==> src/rtl/packet_consumer_if.sv <==
// FIFO read port plus downstream payload stream of the packet consumer.
// master = the consumer, slave = the FIFO/sink side.
interface packet_consumer_if;
   logic        rpop;
   logic        rempty;
   logic [15:0] rdata;
   logic        out_valid;
   logic        out_ready;
   logic [15:0] out_data;
   logic        out_last;

   modport master (output rpop, out_valid, out_data, out_last,
                   input  rempty, rdata, out_ready);
   modport slave  (input  rpop, out_valid, out_data, out_last,
                   output rempty, rdata, out_ready);
endinterface

==> src/rtl/packet_consumer.sv <==
// Pops framed packets (header, N payload words, checksum) from a show-ahead FIFO,
// forwards payload through a one-entry output register and reports checksum verdicts.
module packet_consumer #(
   parameter logic [7:0] MARKER = 8'hA5,
   parameter int         CNT_W  = 16
) (
   input  logic                rclk_i,
   input  logic                rrst_n_i,
   packet_consumer_if.master   bus,
   output logic                pkt_ok_o,
   output logic                pkt_err_o,
   output logic [CNT_W-1:0]    pkt_cnt_o,
   output logic [CNT_W-1:0]    drop_cnt_o
);

   typedef enum logic [1:0] {HUNT, PAYLOAD, CHECK} state_e;

   state_e             state_q, state_d;
   logic [7:0]         rem_q, rem_d;
   logic [15:0]        sum_q, sum_d;
   logic               out_valid_q, out_valid_d;
   logic [15:0]        out_data_q, out_data_d;
   logic               out_last_q, out_last_d;
   logic               pkt_ok_q, pkt_ok_d;
   logic               pkt_err_q, pkt_err_d;
   logic [CNT_W-1:0]   pkt_cnt_q, pkt_cnt_d;
   logic [CNT_W-1:0]   drop_cnt_q, drop_cnt_d;
   logic               pop;

   always_comb begin
      state_d     = state_q;
      rem_d       = rem_q;
      sum_d       = sum_q;
      out_valid_d = out_valid_q;
      out_data_d  = out_data_q;
      out_last_d  = out_last_q;
      pkt_ok_d    = 1'b0;
      pkt_err_d   = 1'b0;
      pkt_cnt_d   = pkt_cnt_q;
      drop_cnt_d  = drop_cnt_q;
      pop         = 1'b0;

      // Drain first; a load in PAYLOAD below overrides it so drain+load has no bubble.
      if (out_valid_q && bus.out_ready) out_valid_d = 1'b0;

      case (state_q)
         HUNT: begin
            pop = !bus.rempty;
            if (pop) begin
               if (bus.rdata[15:8] == MARKER) begin
                  rem_d   = bus.rdata[7:0];
                  sum_d   = bus.rdata;
                  state_d = (bus.rdata[7:0] == 8'd0) ? CHECK : PAYLOAD;
               end else if (drop_cnt_q != {CNT_W{1'b1}}) begin
                  drop_cnt_d = drop_cnt_q + CNT_W'(1);
               end
            end
         end
         PAYLOAD: begin
            pop = !bus.rempty && (!out_valid_q || bus.out_ready);
            if (pop) begin
               out_valid_d = 1'b1;
               out_data_d  = bus.rdata;
               out_last_d  = (rem_q == 8'd1);
               sum_d       = sum_q + bus.rdata;
               rem_d       = rem_q - 8'd1;
               if (rem_q == 8'd1) state_d = CHECK;
            end
         end
         CHECK: begin
            // Verdict pop never waits on the downstream stream.
            pop = !bus.rempty;
            if (pop) begin
               pkt_ok_d  = (bus.rdata == sum_q);
               pkt_err_d = (bus.rdata != sum_q);
               pkt_cnt_d = pkt_cnt_q + CNT_W'(1);
               state_d   = HUNT;
            end
         end
         default: state_d = HUNT;
      endcase
   end

   always_ff @(posedge rclk_i or negedge rrst_n_i) begin
      if (!rrst_n_i) begin
         state_q     <= HUNT;
         rem_q       <= '0;
         sum_q       <= '0;
         out_valid_q <= 1'b0;
         out_data_q  <= '0;
         out_last_q  <= 1'b0;
         pkt_ok_q    <= 1'b0;
         pkt_err_q   <= 1'b0;
         pkt_cnt_q   <= '0;
         drop_cnt_q  <= '0;
      end else begin
         state_q     <= state_d;
         rem_q       <= rem_d;
         sum_q       <= sum_d;
         out_valid_q <= out_valid_d;
         out_data_q  <= out_data_d;
         out_last_q  <= out_last_d;
         pkt_ok_q    <= pkt_ok_d;
         pkt_err_q   <= pkt_err_d;
         pkt_cnt_q   <= pkt_cnt_d;
         drop_cnt_q  <= drop_cnt_d;
      end
   end

   assign bus.rpop      = pop;
   assign bus.out_valid = out_valid_q;
   assign bus.out_data  = out_data_q;
   assign bus.out_last  = out_last_q;
   assign pkt_ok_o      = pkt_ok_q;
   assign pkt_err_o     = pkt_err_q;
   assign pkt_cnt_o     = pkt_cnt_q;
   assign drop_cnt_o    = drop_cnt_q;

endmodule

==> src/flat_wrapper.sv <==
// flat-port wrapper written by rule: the top's interface ports become plain ports
module packet_consumer_flat 
#(
   parameter logic [7:0] MARKER = 8'hA5,
   parameter int         CNT_W  = 16
)
  (rclk_i, rrst_n_i, pkt_ok_o, pkt_err_o, pkt_cnt_o, drop_cnt_o, bus_rpop, bus_out_valid, bus_out_data, bus_out_last, bus_rempty, bus_rdata, bus_out_ready);
  packet_consumer_if bus_i ();
  input  logic rclk_i;
  input  logic rrst_n_i;
  output logic pkt_ok_o;
  output logic pkt_err_o;
  output logic [CNT_W-1:0] pkt_cnt_o;
  output logic [CNT_W-1:0] drop_cnt_o;
  output wire logic [$bits(bus_i.rpop)-1:0] bus_rpop;
  output wire logic [$bits(bus_i.out_valid)-1:0] bus_out_valid;
  output wire logic [$bits(bus_i.out_data)-1:0] bus_out_data;
  output wire logic [$bits(bus_i.out_last)-1:0] bus_out_last;
  input wire logic [$bits(bus_i.rempty)-1:0] bus_rempty;
  input wire logic [$bits(bus_i.rdata)-1:0] bus_rdata;
  input wire logic [$bits(bus_i.out_ready)-1:0] bus_out_ready;
  assign bus_rpop = bus_i.rpop;
  assign bus_out_valid = bus_i.out_valid;
  assign bus_out_data = bus_i.out_data;
  assign bus_out_last = bus_i.out_last;
  assign bus_i.rempty = bus_rempty;
  assign bus_i.rdata = bus_rdata;
  assign bus_i.out_ready = bus_out_ready;
  packet_consumer #(.MARKER(MARKER), .CNT_W(CNT_W)) u_core (.rclk_i(rclk_i), .rrst_n_i(rrst_n_i), .bus(bus_i), .pkt_ok_o(pkt_ok_o), .pkt_err_o(pkt_err_o), .pkt_cnt_o(pkt_cnt_o), .drop_cnt_o(drop_cnt_o));
endmodule
==> config.mk <==
export PLATFORM = sky130hd
export DESIGN_NAME = packet_consumer_flat
export DESIGN_NICKNAME = d
export VERILOG_FILES = /design/src/rtl/packet_consumer_if.sv /design/src/rtl/packet_consumer.sv /design/src/flat_wrapper.sv
export SDC_FILE = /design/constraint.sdc
export NUM_CORES = 1
export LEC_CHECK = 0
export ABC_AREA = 0
export BUFFER_PORTS_ARGS = -buffer_cell sky130_fd_sc_hd__buf_4
export CAP_MARGIN = 20
export CORE_MARGIN = 4
export CORE_UTILIZATION = 55
export DETAILED_ROUTE_END_ITERATION = 10
export HOLD_SLACK_MARGIN = 0.05
export PLACE_DENSITY = 0.78
export SETUP_SLACK_MARGIN = 0.05
export SYNTH_ARGS = -nofsm -noshare
export SYNTH_HDL_FRONTEND = slang
export SYNTH_SLANG_ARGS = --single-unit
==> constraint.sdc <==
create_clock -name rclk_i -period 3.2 [get_ports rclk_i]
set_input_delay 0.48 -clock rclk_i [delete_from_list [all_inputs] [get_ports rclk_i]]
set_output_delay 0.48 -clock rclk_i [all_outputs]
set_load 0.02 [all_outputs]
==> results of run 1 <==
==> final cells by class <==
class | instances | area, um^2 | share of cell area, %
multi-input combinational | 369 | 2300 | 44.1
sequential | 78 | 1950 | 37.4
timing repair buffer | 80 | 613 | 11.7
tap | 102 | 128 | 2.44
clock buffer | 9 | 124 | 2.37
clock inverter | 7 | 80.1 | 1.53
inverter | 7 | 26.3 | 0.503
==> report_power, final <==
part,switching (mW),leakage [nW],total (mW),internal [mW]
clock network,0.397,0.103,0.770,0.373
logic,1.30,1.36,2.24,0.939
registers,0.273,0.995,1.57,1.30
==> metal layers <==
layer	global-route usage, %	up-vias	routed length (um)
met5	0	-	0
met4	5.72	0	109
met3	5.41	8	533
met2	36.5	92	4890
met1	32.1	1785	4800
li1	-	1810	-
==> sequential cells by signal, indices dropped and copies added (netlist names), 2 cells and up <==
signal,flops
u_core.rem_q,8
u_core.drop_cnt_o,16
u_core.state_q,2
u_core.sum_q,16
u_core.bus.out_data,16
u_core.pkt_cnt_o,16
==> final timing paths <==
path,to,start,cells past startpoint,slack [ps]
min,u_core.pkt_cnt_o[8],rrst_n_i,1,80
max,u_core.sum_q[10],u_core.sum_q[0],8,780
min in group rclk_i,u_core.bus.out_data[11],bus_rdata[11],3,330
max reg2reg,u_core.sum_q[10],u_core.sum_q[0],8,780
min reg2reg,u_core.sum_q[3],u_core.sum_q[3],2,480
max in group asynchronous,u_core.sum_q[7],rrst_n_i,2,2510
==> placed cells by master (no fill, tap or decap), types with 5 or more instances in the layout <==
cell type,count
dfrtp_1,78
and4_1,5
xnor2_1,32
a211oi_1,6
o21a_1,5
a21o_1,9
xor2_1,7
a21oi_1,17
a31oi_1,6
nand4_1,8
nor2b_1,7
nand3_1,17
nor2_1,29
nor4_1,7
nor3_1,9
nand2_1,96
inv_1,7
ha_1,19
buf_4,79
clkbuf_8,9
o21ai_0,35
and3_1,6
==> stage by stage <==
stage | area, um^2 | hold WS, ps | setup slack (ps) | cells | utilization, %
finish | 5230 | 82.7 | 780 | 652 | 68.0
global placement | 5000 | 458 | 573 | 635 | 65.1
CTS | 5200 | 301 | 790 | 651 | 67.7
detailed placement | 5000 | 463 | 554 | 635 | 65.1
floorplan | 4350 | 184 | 809 | 470 | -
global route | 5230 | 100 | 596 | 652 | 68.0
==> cells by family (layout without fill, tap and decap cells) <==
| logic type | Yosys count | after routing | synth area share, % |
|---|---|---|---|
| AOI/OAI and AO/OA | 99 | 99 | 14.9 |
| xor gates and xnor gates | 39 | 39 | 7.86 |
| and+or+nand+nor | 205 | 205 | 22.7 |
| muxes | 6 | 6 | 1.47 |
| adders and majority gates | 20 | 20 | 5.93 |
| buffers and inverters | 23 | 103 | 2.27 |
| DFF | 78 | 78 | 44.9 |
==> metrics.csv, run 1 <==
stage;metric;value;unit
setup_path;worst endpoint required time;3430;ps
drt;Wirelength per Cell;15.8;um
floorplanning;Die Wd;96.9;um
floorplanning;Std-Cell Rows;32;
cts;CTS resizes;0;
grt;first-pass GRT wire length;17900;um
synthesis;syn_area_per_cell;9.25;um^2
cts;CTS tree;yes;
sta;Sum Neg Setup Slack;0;ps
pwr;pwr dens;877;nW/um^2
synthesis;synthesized area;4350;um^2
cts;CTS Buffer Depth;2;
sta;minimum clock period;2420;ps
placed_design;HPWL after detailed placement;7460;um
grt;largest net degree at the start of global routing;79;
setup_path;CP cell instances;ha_1 -> fa_1 -> a211oi_2 -> o21ai_1 -> a21o_1 -> a311oi_1 -> xor2_1 -> a31oi_1;
layout;Fillers;647;
cts;clk_lat worst skew;360;ps
floorplanning;Die Y;96.9;um
synthesis;synth warn;0;
pwr;Pwr Total;4.58;mW
placed_design;I/O Buffers;72;
layout;Area growth, synth to finish;20.2;%
synthesis;Most used DFF post-synth;dfrtp_1;
pwr;Leak;2.46;nW
grt;initial antenna violation count;0;
drt;post-route ant nets;0;
synthesis;most common cell in the netlist;nand2_1;
cts;Setup Fix Bufs, Post-CTS;0;
sta;Worst Max-Slew Pin Slew;668;ps
synthesis;Syn Nets;510;
setup_path;Worst path max stage delay;440;ps
setup_path;CP Class;reg -> reg;
grt;grt ovf;0;
synthesis;Post-Syn Instances;470;
layout;# diodes;0;
floorplanning;initial core utilization;56.6;%
cts;clock sink total;78;
floorplanning;Core Region;7690;um^2
cts;Hold Buf Count CTS;0;
cts;Num CTS Buffers;9;
synthesis;top cell type's share of synthesized area;44.9;%
sta;final setup skew;11.8;ps
floorplanning;DIE AREA;9390;um^2
setup_path;Worst path top cell family by delay;compound AO/OA/AOI/OAI gates;
floorplanning;num ports;73;
drt;length of the first detailed-routing pass in iterations;4;
drt;vias per inst;5.67;
synthesis;Seq cells post-synth;78;
synthesis;post-synth cell types;56;
setup_path;Crit-path slowest cell;fa_1;
drt;DRC Markers;0;
sta;Final Hold Vio Count;0;
synthesis;FFs w/ async S/R, synth;100;%
pwr;IR drop worst, VDD;0.000420;V
sta;Slew HR;54.8;%
sta;Final Slew Violations;0;
cts;clk root buf;clkbuf_8;
synthesis;Area contributors post-synth;dfrtp_1, nand2_1, xnor2_1;
sta;Setup-failing EPs final;0;
grt;vias in the first global route;3518;
outcome;status;finished clean;
drt;DRT Wirelength;10300;um
synthesis;Commonest cells post-synth;nand2_1, dfrtp_1, o21ai_0, xnor2_1, nor2_1;
layout;layout cell share with drive strength beyond 1;20.2;%
layout;Nets;585;
flow_run;Max-Cap Viols;0;
sta;crit share post-route;75.6;%
cts;CTS H-tree depth;3;
cts;clock-pin slew on the worst setup and hold paths;90;ps
drt;Iteration-0 DRC Markers;297;
setup_path;Buf+Inv Stages, Crit Path;0;
setup_path;Arrival @ worst endpoint;2650;ps
setup_path;Setup crit end kind;flip-flop;
sta;RSZ-0062 raised after global routing;no;
hold_path;Min-Delay Path Class;in -> async;
synthesis;Seq/Total Area, Yosys;44.9;%
sta;fmax;413;MHz
drt;via count;3695;
grt;Total GRT Usage;23.0;%
synthesis;Yosys top cell by area;dfrtp_1;
synthesis;EDFF count, synth;0;
setup_path;largest fanout on the critical path;3;
setup_path;CP Launch Type;flip-flop;
placed_design;Final Wtd Congestion;0.910;
(Power assumes the default switching activity.)
==> run 2: changes to the inputs <==
Settings changed: CORE_UTILIZATION 55 to 51, PLACE_DENSITY 0.78 to 0.76.
Clock period 3.2 ns to 2.1 ns, I/O delays scaled along.
==> metrics.csv, run 2 (synthesized netlist as in run 1, its figures left out) <==
stage;metric;value;unit;change
drt;post-route ant nets;0;;unchanged
setup_path;CP Launch Type;flip-flop;;
grt;initial antenna violation count;0;;unchanged
setup_path;CP Class;reg -> reg;;
sta;RSZ-0062 raised after global routing;yes;;
pwr;Leak;2.66;nW;+8.4%
layout;storage element area;1950;um^2;unchanged
drt;vias per inst;5.58;;-1.6%
setup_path;CP endpoint;u_core.sum_q[10];;
floorplanning;initial core utilization;52.7;%;-3.9 points
flow_run;Max-Cap Viols;0;;unchanged
placed_design;HPWL after detailed placement;8420;um;+13%
setup_path;critical path startpoint;u_core.sum_q[0];;
sta;crit share post-route;102;%;+26 points
layout;most common cell after layout, fill and taps aside;buf_4;;
cts;CTS tree;yes;;
layout;leading cell types in the layout, fill and taps excluded;buf_4, nand2_1, dfrtp_1;;
setup_path;largest fanout on the critical path;3;;unchanged
sta;Slew HR;59.1;%;+4.3 points
drt;DRT Wirelength;11400;um;+10%
floorplanning;num ports;73;;unchanged
cts;clk root buf;clkbuf_8;;
pwr;pwr dens;1370;nW/um^2;+56%
outcome;failing checks;negative setup slack;;
pwr;Comb pwr share;52.3;%;+3.4 points
sta;Final Hold Vio Count;0;;unchanged
grt;Total GRT Usage;23.7;%;+0.70 points
sta;minimum clock period;2130;ps;-288 ps
drt;length of the first detailed-routing pass in iterations;4;;unchanged
setup_path;reg2reg start;u_core.sum_q[0];;
layout;fin util;68.0;%;about the same
floorplanning;Core Region;8260;um^2;+7.4%
grt;vias in the first global route;3962;;+13%
pwr;clock power share;16.7;%;about the same
pwr;IR drop worst, VDD;0.000893;V;+110%
grt;largest net degree at the start of global routing;47;;-41%
sta;Final Slew Violations;0;;unchanged
cts;CTS H-tree depth;3;;unchanged
layout;Area growth, synth to finish;29.2;%;
hold_path;Min-Delay Path Class;in -> reg;;
sta;Setup-failing EPs final;2;;+2
cts;clock sink total;78;;unchanged
layout;Fillers;663;;+2.5%
cts;clk_lat worst skew;370;ps;about the same
sta;Worst Max-Slew Pin Slew;613;ps;-55.2 ps
drt;Wirelength per Cell;16.4;um;+3.6%
layout;# diodes;0;;unchanged
floorplanning;Die Y;100;um;+3.5%
setup_path;Worst Reg-to-Reg Cells;8;;unchanged
outcome;status;finished, violations left;;
setup_path;register-to-register setup slack;-30;ps;-810 ps
floorplanning;DIE AREA;10100;um^2;+7.2%
pwr;Int Power;4.46;mW;+71%
drt;via count;3870;;+4.7%
layout;layout cell share with drive strength beyond 1;27.3;%;+7.2 points
cts;clock-pin slew on the worst setup and hold paths;90;ps;about the same
setup_path;worst flop-to-flop path endpoint;u_core.sum_q[10];;
drt;Iteration-0 DRC Markers;126;;-58%
pwr;switching share of power;41.9;%;-1.1 points
placed_design;I/O Buffers;72;;unchanged
cts;Num CTS Buffers;9;;unchanged
floorplanning;Die Wd;100;um;+3.5%
pwr;switching power total;3.22;mW;+63%
sta;fmax;469;MHz;+13%
placed_design;Final Wtd Congestion;0.929;;+2.1%
pwr;Seq pwr share;31.0;%;-3.3 points
sta;setup slack after layout;-32.1;ps;-812 ps
grt;first-pass GRT wire length;19000;um;+6.4%
floorplanning;Std-Cell Rows;33;;+3.1%
drt;DRC Markers;0;;unchanged
setup_path;Arrival @ worst endpoint;2380;ps;-270 ps
layout;Nets;624;;+6.7%
sta;Sum Neg Setup Slack;-49.2;ps;-49.2 ps
setup_path;worst endpoint required time;2350;ps;-1080 ps
grt;grt ovf;0;;unchanged
setup_path;Setup crit end kind;flip-flop;;
sta;final setup skew;12.2;ps;+0.379 ps
layout;multi-input combinational cell area;2380;um^2;+3.3%
cts;CTS Buffer Depth;2;;unchanged
run 2: changes by cell type in the layout (fill, tap and decap cells not counted), sizes merged:
cell,previous run,this run
buf,80,118
inv,11,9
bufinv,1,2
clkbuf,9,10
clkinv,1,0
clkinvlp,1,2
dlygate4sd3,0,1
run 2: critical path: stages (launching register included):
cell	delay (ps)
dfrtp_1	410
ha_4	180
fa_2	370
a211oi_4	260
o21ai_2	90
a21o_1	220
a311oi_2	230
xor2_1	170
a31oi_1	100
run 2: what timing repair did:
| action | in CTS | in global routing |
|---|---|---|
| setup buffers | 1 | 1 |
| setup endpoints to repair | 6 | 15 |
| resized for setup | 4 | 15 |
| hold buffers | 1 | 0 |
| pin swaps | 10 | 5 |
| gates cloned | 0 | 0 |
| endpoints found under the hold margin | 44 | 0 |
run 2: cell type report:
cell class / instances / share of cell area, %
Multi-Input combinational cell: 369 / 42.3
Clock inverter: 6 / 1.65
Clock buffer: 10 / 2.27
Inverter: 7 / 0.468
Sequential cell: 78 / 34.8
Tap cell: 105 / 2.34
Timing Repair Buffer: 119 / 16.2
run 2: power by group through the flow:
stage	combinational [mW]	sequential, mW	clock [mW]
3_3_place_gp	3.71	2.37	0
3_5_place_dp	3.80	2.39	0
2_1_floorplan	2.14	2.60	0
5_1_grt	4.43	2.46	1.35
6_report	4.02	2.38	1.28
4_1_cts	3.89	2.37	1.29
run 2: worst min-delay path by stage:
stage / startpoint / to / depth (start not counted)
global placement: rrst_n_i / u_core.bus.out_data[9] / 1
finish: bus_rdata[10] / u_core.bus.out_data[10] / 3
global route: bus_rdata[8] / u_core.bus.out_data[8] / 3
floorplan: rrst_n_i / u_core.bus.out_data[0] / 0
detailed placement: rrst_n_i / u_core.bus.out_data[9] / 1
CTS: bus_rdata[10] / u_core.bus.out_data[10] / 3
run 2: stage by stage:
step / instance area, um^2 / worst slack, ps / hold slack [ps] / cells / total power, mW
3_5_place_dp: 5310 / -192 / 370 / 675 / 6.20
3_3_place_gp: 5310 / -180 / 364 / 675 / 6.08
5_1_grt: 5620 / -139 / 170 / 694 / 8.23
4_1_cts: 5570 / -114 / 155 / 693 / 7.55
2_1_floorplan: 4360 / 7.65 / 19.4 / 470 / 4.74
6_report: 5620 / -32.1 / 158 / 694 / 7.68
run 2: metal layers:
| metal | GRT usage, % | up-vias | share of wire (%) |
|---|---|---|---|
| met4 | 7.46 | 0 | 1.3 |
| met2 | 39.0 | 98 | 49 |
| met1 | 32.0 | 1870 | 44 |
| met3 | 4.31 | 20 | 5.4 |
| li1 | - | 1882 | - |
| met5 | 0 | - | 0 |
==> run 3: changes to the inputs <==
==> constraint.sdc (replaced) <==
create_clock -name rclk_i -period 2.1 [get_ports rclk_i]
set_input_delay 0.21 -clock rclk_i [delete_from_list [all_inputs] [get_ports rclk_i]]
set_output_delay 0.21 -clock rclk_i [all_outputs]
set_load 0.02 [all_outputs]
==> metrics.csv, run 3 (synthesized netlist as in run 1, its figures left out) <==
stage;metric;value;unit;change
outcome;status;finished, violations left;;
outcome;failing checks;negative setup slack;;
sta;crit share post-route;104;%;+2.9 points
floorplanning;num ports;73;;unchanged
drt;vias per inst;5.63;;+0.89%
layout;Area growth, synth to finish;30.5;%;
grt;first-pass GRT wire length;18800;um;-1.2%
cts;clk_lat worst skew;360;ps;about the same
layout;# diodes;0;;unchanged
floorplanning;DIE AREA;10100;um^2;unchanged
sta;setup slack after layout;-93.6;ps;-61.5 ps
setup_path;Setup crit end kind;flip-flop;;
grt;grt ovf;0;;unchanged
cts;CTS H-tree depth;3;;unchanged
pwr;Leak;2.66;nW;about the same
grt;Total GRT Usage;23.5;%;-0.27 points
setup_path;CP Launch Type;flip-flop;;
sta;fmax;456;MHz;-2.8%
layout;Design Area, Final;5670;um^2;+1.0%
grt;initial antenna violation count;0;;unchanged
grt;largest net degree at the start of global routing;28;;-40%
sta;RSZ-0062 raised after global routing;yes;;
sta;minimum clock period;2190;ps;+61.5 ps
sta;Final Slew Violations;0;;unchanged
sta;final setup skew;9.59;ps;-2.62 ps
layout;Fillers;664;;+0.15%
sta;Final Hold Vio Count;0;;unchanged
flow_run;Max-Cap Viols;0;;unchanged
drt;via count;3899;;+0.75%
pwr;pwr dens;1370;nW/um^2;+0.51%
placed_design;I/O Buffers;72;;unchanged
sta;Setup-failing EPs final;3;;+1
cts;CTS Buffer Depth;2;;unchanged
placed_design;HPWL after detailed placement;8430;um;about the same
floorplanning;initial core utilization;52.7;%;unchanged
pwr;IR drop worst, VDD;0.000784;V;-12%
sta;Slew HR;63.7;%;+4.6 points
setup_path;worst endpoint required time;2350;ps;about the same
hold_path;Min-Delay Path Class;in -> reg;;
layout;storage element area;1950;um^2;unchanged
floorplanning;Die Wd;100;um;unchanged
setup_path;CP Class;reg -> reg;;
cts;clk root buf;clkbuf_8;;
drt;post-route ant nets;0;;unchanged
cts;CTS tree;yes;;
floorplanning;Die Y;100;um;unchanged
floorplanning;Std-Cell Rows;33;;unchanged
layout;Nets;623;;-0.16%
cts;clock sink total;78;;unchanged
drt;DRC Markers;0;;unchanged
sta;Sum Neg Setup Slack;-209;ps;-160 ps
layout;layout cell share with drive strength beyond 1;28.1;%;+0.73 points
cts;clock-pin slew on the worst setup and hold paths;90;ps;about the same
setup_path;largest fanout on the critical path;2;;-1
drt;DRT Wirelength;11500;um;+1.1%
placed_design;Final Wtd Congestion;0.924;;-0.52%
drt;length of the first detailed-routing pass in iterations;4;;unchanged
grt;vias in the first global route;3865;;-2.4%
setup_path;Arrival @ worst endpoint;2440;ps;+60 ps
layout;leading cell types in the layout, fill and taps excluded;buf_4, nand2_1, dfrtp_1;;
layout;multi-input combinational cell area;2440;um^2;+2.7%
placed_design;placed cell area;5280;um^2;-0.57%
drt;Iteration-0 DRC Markers;242;;+92%
cts;Num CTS Buffers;9;;unchanged
sta;Worst Max-Slew Pin Slew;537;ps;-76.1 ps
drt;Wirelength per Cell;16.6;um;+1.3%
floorplanning;Core Region;8260;um^2;unchanged
layout;most common cell after layout, fill and taps aside;buf_4;;
setup_path;register-to-register setup slack;-90;ps;-60 ps
==> run 3: cell types whose count changed in the layout (fill, tap and decap cells not counted), sizes merged <==
| cell | before | now |
|---|---|---|
| buf | 118 | 117 |
| clkinv | 0 | 2 |
| clkinvlp | 2 | 1 |
| inv | 9 | 8 |
==> run 3: metrics by stage <==
stage	utilization [%]	power (mW)	instances	setup slack [ps]	hold slack (ps)
2_1_floorplan	-	4.74	470	7.65	-85.6
3_3_place_gp	63.9	6.04	671	-98.5	143
3_5_place_dp	63.9	6.17	671	-158	145
4_1_cts	67.7	7.63	693	-151	56.5
5_1_grt	68.7	8.34	693	-161	68.0
6_report	68.7	7.80	693	-93.6	51.4
==> run 3: timing repair <==
action | in CTS | in global routing
hold buffers | 1 | 0
buffers inserted | 5 | 0
gates resized for setup | 11 | 14
setup endpoints to repair | 6 | 13
hold endpoints to repair | 24 | 0
pin swaps | 12 | 14
==> run 3: layer usage <==
metal	vias to the layer above	GRT usage (%)	routed length, um
li1	1885	-	-
met1	1863	30.5	4900
met2	129	38.5	5740
met3	22	5.28	672
met4	0	8.39	205
met5	-	0	0
==> run 3: path summary, 6_finish.rpt <==
kind | start | end | depth (start not counted)
max in group asynchronous | rrst_n_i | u_core.sum_q[1] | 3
hold reg to reg | u_core.bus.out_data[6] | u_core.bus.out_data[6] | 2
hold / removal | bus_rdata[9] | u_core.bus.out_data[9] | 3
setup reg to reg | u_core.sum_q[0] | u_core.sum_q[10] | 8
min in group asynchronous | rrst_n_i | u_core.bus.out_data[11] | 2
setup / recovery | u_core.sum_q[0] | u_core.sum_q[10] | 8
==> run 3: worst max-delay path, stage by stage, from the launching register on <==
cell      delay [ps]
dfrtp_1          420
ha_4             180
fa_2             370
a211oi_4         240
o21ai_2           90
a21o_1           200
a311oi_2         280
xor2_1           200
a31oi_1          100
==> run 3: report_power, final <==
group	leakage (nW)	internal, mW	switching [mW]
clock network	0.107	0.678	0.598
logic	1.56	1.87	2.27
registers	0.995	1.98	0.401
total	2.66	4.53	3.27
==> run 3: final cells by class <==
| cell class | count | area share, % |
|---|---|---|
| tap | 105 | 2.32 |
| clock buffer | 10 | 2.25 |
| inverter | 7 | 0.463 |
| multi-input combinational | 369 | 43.0 |
| sequential | 78 | 34.4 |
| clock inverter | 6 | 1.65 |
| timing repair buffer | 118 | 15.9 |
